**config.mk**
```make
export PLATFORM = sky130hd
export DESIGN_NAME = fetch_pc_unit
export DESIGN_NICKNAME = d
export VERILOG_FILES = /design/src/rtl/fetch_pc_unit_pkg.sv /design/src/rtl/fetch_pc_unit_pht_counters.sv /design/src/rtl/fetch_pc_unit.sv
export SDC_FILE = /design/constraint.sdc
export NUM_CORES = 1
export LEC_CHECK = 0
export ABC_AREA = 1
export CAP_MARGIN = 30
export CORE_MARGIN = 4
export CORE_UTILIZATION = 36
export CTS_CLUSTER_SIZE = 14
export DETAILED_ROUTE_END_ITERATION = 8
export GPL_TIMING_DRIVEN = 0
export HOLD_SLACK_MARGIN = 0.12
export PLACE_DENSITY = 0.63
export SETUP_SLACK_MARGIN = 0.15
export SYNTH_ARGS = -nofsm -noshare
export SYNTH_HDL_FRONTEND = slang
export SYNTH_SLANG_ARGS = --single-unit
```
**constraint.sdc**
```tcl
create_clock -name clk -period 3.1 [get_ports clk]
set_clock_uncertainty 0.2 [all_clocks]
set_input_delay 0.62 -clock clk [delete_from_list [all_inputs] [get_ports clk]]
set_output_delay 0.62 -clock clk [all_outputs]
set_load 0.05 [all_outputs]
```
**src/rtl/fetch_pc_unit_pkg.sv**
```systemverilog
// Shared constants and helpers for the fetch PC unit.
package fetch_pc_unit_pkg;

   // Default PC / target width (word-addressed).
   localparam int unsigned DefaultAddrWidth = 16;

   // 2-bit saturating counter encodings.
   typedef logic [1:0] ctr_t;
   localparam ctr_t CtrSnt = 2'b00;
   localparam ctr_t CtrWnt = 2'b01;
   localparam ctr_t CtrWt  = 2'b10;
   localparam ctr_t CtrSt  = 2'b11;

   // Saturating step towards taken (+1) or not-taken (-1).
   function automatic ctr_t ctr_step(input ctr_t ctr, input logic taken);
      ctr_t res;
      res = ctr;
      if (taken) begin
         if (ctr != CtrSt) res = ctr + 2'd1;
      end else begin
         if (ctr != CtrSnt) res = ctr - 2'd1;
      end
      return res;
   endfunction

endpackage

```
**src/rtl/fetch_pc_unit_pht_counters.sv**
```systemverilog
// Pattern history table: 2^PHT_BITS two-bit saturating counters.
// One combinational read port for fetch, one synchronous update port for resolve.
module fetch_pc_unit_pht_counters
   import fetch_pc_unit_pkg::*;
#(
   parameter int unsigned PHT_BITS = 4
) (
   input  logic                clk,
   input  logic                reset,
   input  logic [PHT_BITS-1:0] rd_idx,
   output ctr_t                rd_ctr,
   input  logic                upd_en,
   input  logic [PHT_BITS-1:0] upd_idx,
   input  logic                upd_taken
);

   localparam int unsigned Entries = 2 ** PHT_BITS;

   ctr_t ctr_q [Entries];

   // Fetch sees the pre-update value when it hits the index being trained.
   always_comb begin
      rd_ctr = ctr_q[rd_idx];
   end

   // Reset all counters to weakly-not-taken; otherwise train the resolved entry.
   always_ff @(posedge clk) begin
      if (reset) begin
         for (int i = 0; i < Entries; i++) begin
            ctr_q[i] <= CtrWnt;
         end
      end else if (upd_en) begin
         ctr_q[upd_idx] <= ctr_step(ctr_q[upd_idx], upd_taken);
      end
   end

endmodule

```
**src/rtl/fetch_pc_unit.sv**
```systemverilog
// Instruction-fetch PC generator: PC register, next-PC selection from LUT hit plus
// PHT direction, mispredict redirect, and a registered LUT training write.
module fetch_pc_unit
   import fetch_pc_unit_pkg::*;
#(
   parameter int unsigned            ADDR_WIDTH = DefaultAddrWidth,
   parameter int unsigned            PHT_BITS   = 4,
   parameter logic [ADDR_WIDTH-1:0]  RESET_PC   = '0
) (
   input  logic                  clk,
   input  logic                  reset,
   input  logic                  stall,
   output logic [ADDR_WIDTH-1:0] pc,
   output logic [ADDR_WIDTH-1:0] lut_read_key,
   input  logic [ADDR_WIDTH-1:0] lut_read_val,
   input  logic                  lut_read_valid,
   output logic                  pred_taken,
   output logic [ADDR_WIDTH-1:0] pred_target,
   input  logic                  br_resolve,
   input  logic [ADDR_WIDTH-1:0] br_pc,
   input  logic                  br_taken,
   input  logic [ADDR_WIDTH-1:0] br_target,
   input  logic                  br_pred_taken,
   input  logic [ADDR_WIDTH-1:0] br_pred_target,
   output logic                  flush,
   output logic                  lut_write,
   output logic [ADDR_WIDTH-1:0] lut_write_key,
   output logic [ADDR_WIDTH-1:0] lut_write_val
);

   localparam logic [ADDR_WIDTH-1:0] PcOne = ADDR_WIDTH'(1);

   logic [ADDR_WIDTH-1:0] pc_q, pc_d;
   logic                  lut_write_q;
   logic [ADDR_WIDTH-1:0] lut_write_key_q, lut_write_val_q;
   ctr_t                  fetch_ctr;
   logic                  mispredict;

   fetch_pc_unit_pht_counters #(
      .PHT_BITS (PHT_BITS)
   ) u_pht (
      .clk       (clk),
      .reset     (reset),
      .rd_idx    (pc_q[PHT_BITS-1:0]),
      .rd_ctr    (fetch_ctr),
      .upd_en    (br_resolve),
      .upd_idx   (br_pc[PHT_BITS-1:0]),
      .upd_taken (br_taken)
   );

   // Prediction, mispredict detection and next-PC selection.
   always_comb begin
      pred_taken  = lut_read_valid & fetch_ctr[1];
      pred_target = lut_read_val;
      // A taken branch whose target differs is a mispredict even if direction matched.
      mispredict  = br_resolve & ((br_taken != br_pred_taken) |
                                  (br_taken & (br_target != br_pred_target)));
      flush       = mispredict & ~reset;
      if (mispredict) begin
         pc_d = br_taken ? br_target : (br_pc + PcOne);
      end else if (stall) begin
         pc_d = pc_q;
      end else begin
         pc_d = pred_taken ? lut_read_val : (pc_q + PcOne);
      end
   end

   // PC register and one-cycle-delayed LUT training write.
   always_ff @(posedge clk) begin
      if (reset) begin
         pc_q            <= RESET_PC;
         lut_write_q     <= 1'b0;
         lut_write_key_q <= '0;
         lut_write_val_q <= '0;
      end else begin
         pc_q        <= pc_d;
         lut_write_q <= br_resolve & br_taken;
         if (br_resolve & br_taken) begin
            lut_write_key_q <= br_pc;
            lut_write_val_q <= br_target;
         end
      end
   end

   assign pc            = pc_q;
   assign lut_read_key  = pc_q;
   assign lut_write     = lut_write_q;
   assign lut_write_key = lut_write_key_q;
   assign lut_write_val = lut_write_val_q;

endmodule
```
==> flow_summary.yaml <==
drt:
  vias: 5699
  wirelength_um: 17300
  wl_per_cell_um: 14.7
  via_per_inst: 4.83
  drtPass1Iterations: 5
  drc: 0
  first_iter_violations: 357
  ant_nets: 0
finish:
  final_core_util: 0.518
  diodes: 0
  area_growth_pct: 38.7
  final_cells: 1179
  drive_gt1_frac: 0.0915
  fin_nets: 1066
worst_setup_path:
  crit_fanout: 2
  setup.worst_path.start_class: "primary input"
  critPathRequiredTime_ps: 2280
  reg2regPathDepth: 11
  crit_arrival_ps: 2030
  end_kind: "primary output"
  crit_type: "primary input to primary output"
global_route:
  grt_antenna_before_repair: 0
  track_usage: 0.197
  grt_pass1_vias: 5320
  grt_pass1_wl_um: 27800
  grt_max_degree: 15
  grt-ovfl-total: 0
clock_network:
  clk_pin_slew_ps: 60
  cts_buffers: 9
  tritoncts: "built"
  htreeDepth: 3
  numClockSinks: 85
  holdBufCountCts: 0
  clk_path_buf_depth: 2
  clock_latency_ps: 340
  root_buffer: "clkbuf_16"
place:
  dp.cells: 1159
  port-buffer-count: 151
  gp_congestion: 0.926
  hpwl_um: 13800
yosys:
  async_flop_share: 0
  synth_most_common_cell: "nand2_1"
  syn_area_per_cell_um2: 6.69
  yosys-top-cells-area: "dfxtp_1 19%, edfxtp_1 17%, nand2_1 15%"
  synth_edf_count: 32
  syn_inst: 824
  yosysWarnings: 0
  ys_types: 32
  ys_seq_elements: 85
  yosysTopAreaCell: "dfxtp_1"
  ys_seq_area_frac: 0.367
  synth_top_area_share: 0.192
  synth_area_um2: 5510
  synthesis.nets: 900
  synth_common_cells: "214 x nand2_1, 112 x inv_1, 90 x nor2_1, 76 x nand3_1, 67 x o21ai_0"
  synth_ff_type: "dfxtp_1"
sta:
  period_share: 0.920
  hold_viol_final: 0
  setup_viol: 0
  slew_headroom: 0.609
  max_slew.worst_pin.slew_ps: 586
  min_period_ps: 2850
  drv_slew: 0
  max_freq_ghz: 0.351
  rsz0062_at_grt: "no"
power_and_ir_drop:
  p_leak_nw: 3.41
  power_w: 0.00351
  vdd_drop_max_mv: 0.213
  power_density_nw_per_um2: 458
hold_path:
  hold_depth: 2
  min-delay-path-class: "flop to flop"
die:
  core_area_um2: 14800
  fp-row-count: 44
  ios: 154
  start_util: 0.374
  dieArea_um2: 17400
  chipWidth_um: 132
  dieHeight_um: 132
outcome:
  status: "completed"
run:
  cap_viol_max_count: 0
==> critical path, cell delays in order <==
cell,delay [ps]
clkdlybuf4s50_1,480
inv_1,40
nand2_1,50
nand2_1,50
nand3_2,90
nor2_4,40
nand3_4,90
nand2_4,60
buf_8,120
buf_8,110
nor2_2,90
buf_6,170
==> kinds of logic (layout without fill, tap and decap cells) <==
kind of cell | after synthesis | after routing | synth area share
AO/OA/AOI/OAI | 120 | 120 | 0.113
buffers and inverters | 177 | 348 | 0.151
XOR/XNOR | 18 | 18 | 0.0286
AND/OR/NAND/NOR | 419 | 419 | 0.329
flip-flops | 85 | 85 | 0.367
adder cells (fa/ha/maj) | 5 | 5 | 0.0113
==> power by group <==
part           total [W]  internal, W  leakage [nW]  switching, W
logic            0.00106     0.000391          2.53      0.000673
clock network    0.00116     0.000723         0.161      0.000434
registers        0.00128      0.00122         0.724     0.0000637
total            0.00351      0.00233          3.41       0.00117
==> timing repair <==
action | in CTS | in global routing
setup buffers | 4 | 0
cloned | 0 | 0
pin swaps | 7 | 12
setup endpoints to repair | 2 | 2
resized for setup | 43 | 17
==> per-stage QoR <==
step / TNS, ps / instance area, um2 / hold slack, ps / worst slack, ps
detailed placement: -812 / 7250 / 264 / -812
global placement: -804 / 7250 / 261 / -801
CTS: 0 / 7600 / 276 / 149
finish: 0 / 7650 / 275 / 248
floorplan: 0 / 5510 / 500 / 224
global route: 0 / 7650 / 310 / 166
==> worst paths after layout <==
check,slack [ps],end,from
hold reg to reg,270,lut_write_val[8],lut_write_val[8]
setup reg to reg,970,u_pht.ctr_q[10][0],u_pht.ctr_q[6][1]
hold / removal,270,lut_write_val[8],lut_write_val[8]
setup / recovery,250,flush,br_pred_target[10]
==> layer usage <==
layer  vias up  share of wire  GRT usage
met3        19          0.063     0.0393
met5         -              0          0
met4         0          0.015     0.0502
met2       195           0.44      0.313
met1      2556           0.48      0.276
li1       2929              -          -
==> area by class of cell <==
class,count,area (um2)
multi-input cells,562,2700
clock inverters,4,51.3
fillers,1495,7110
flip-flops and latches,85,2020
clock buffers,12,279
inverters,115,434
well taps,184,230
plain buffers,62,405
repair buffers,155,1530
==> state kept, by name (all words and copies together) (netlist names), named ones only <==
register / count
lut_read_key: 16
lut_write: 1
lut_write_key: 16
lut_write_val: 16
u_pht.ctr_q: 32
==> placed cells by master (no fill, tap or decap), types with 9 or more instances in the layout <==
| master | count |
|---|---|
| buf_4 | 41 |
| nor2_1 | 86 |
| nand3_1 | 75 |
| clkbuf_1 | 18 |
| edfxtp_1 | 32 |
| xnor2_1 | 9 |
| clkdlybuf4s50_1 | 120 |
| xor2_1 | 9 |
| nand3b_1 | 19 |
| nand2_1 | 212 |
| dfxtp_1 | 53 |
| a21oi_1 | 42 |
| inv_1 | 109 |
| dlygate4sd2_1 | 22 |
| o21ai_0 | 67 |
| clkbuf_16 | 11 |
(Power assumes the default switching activity.)
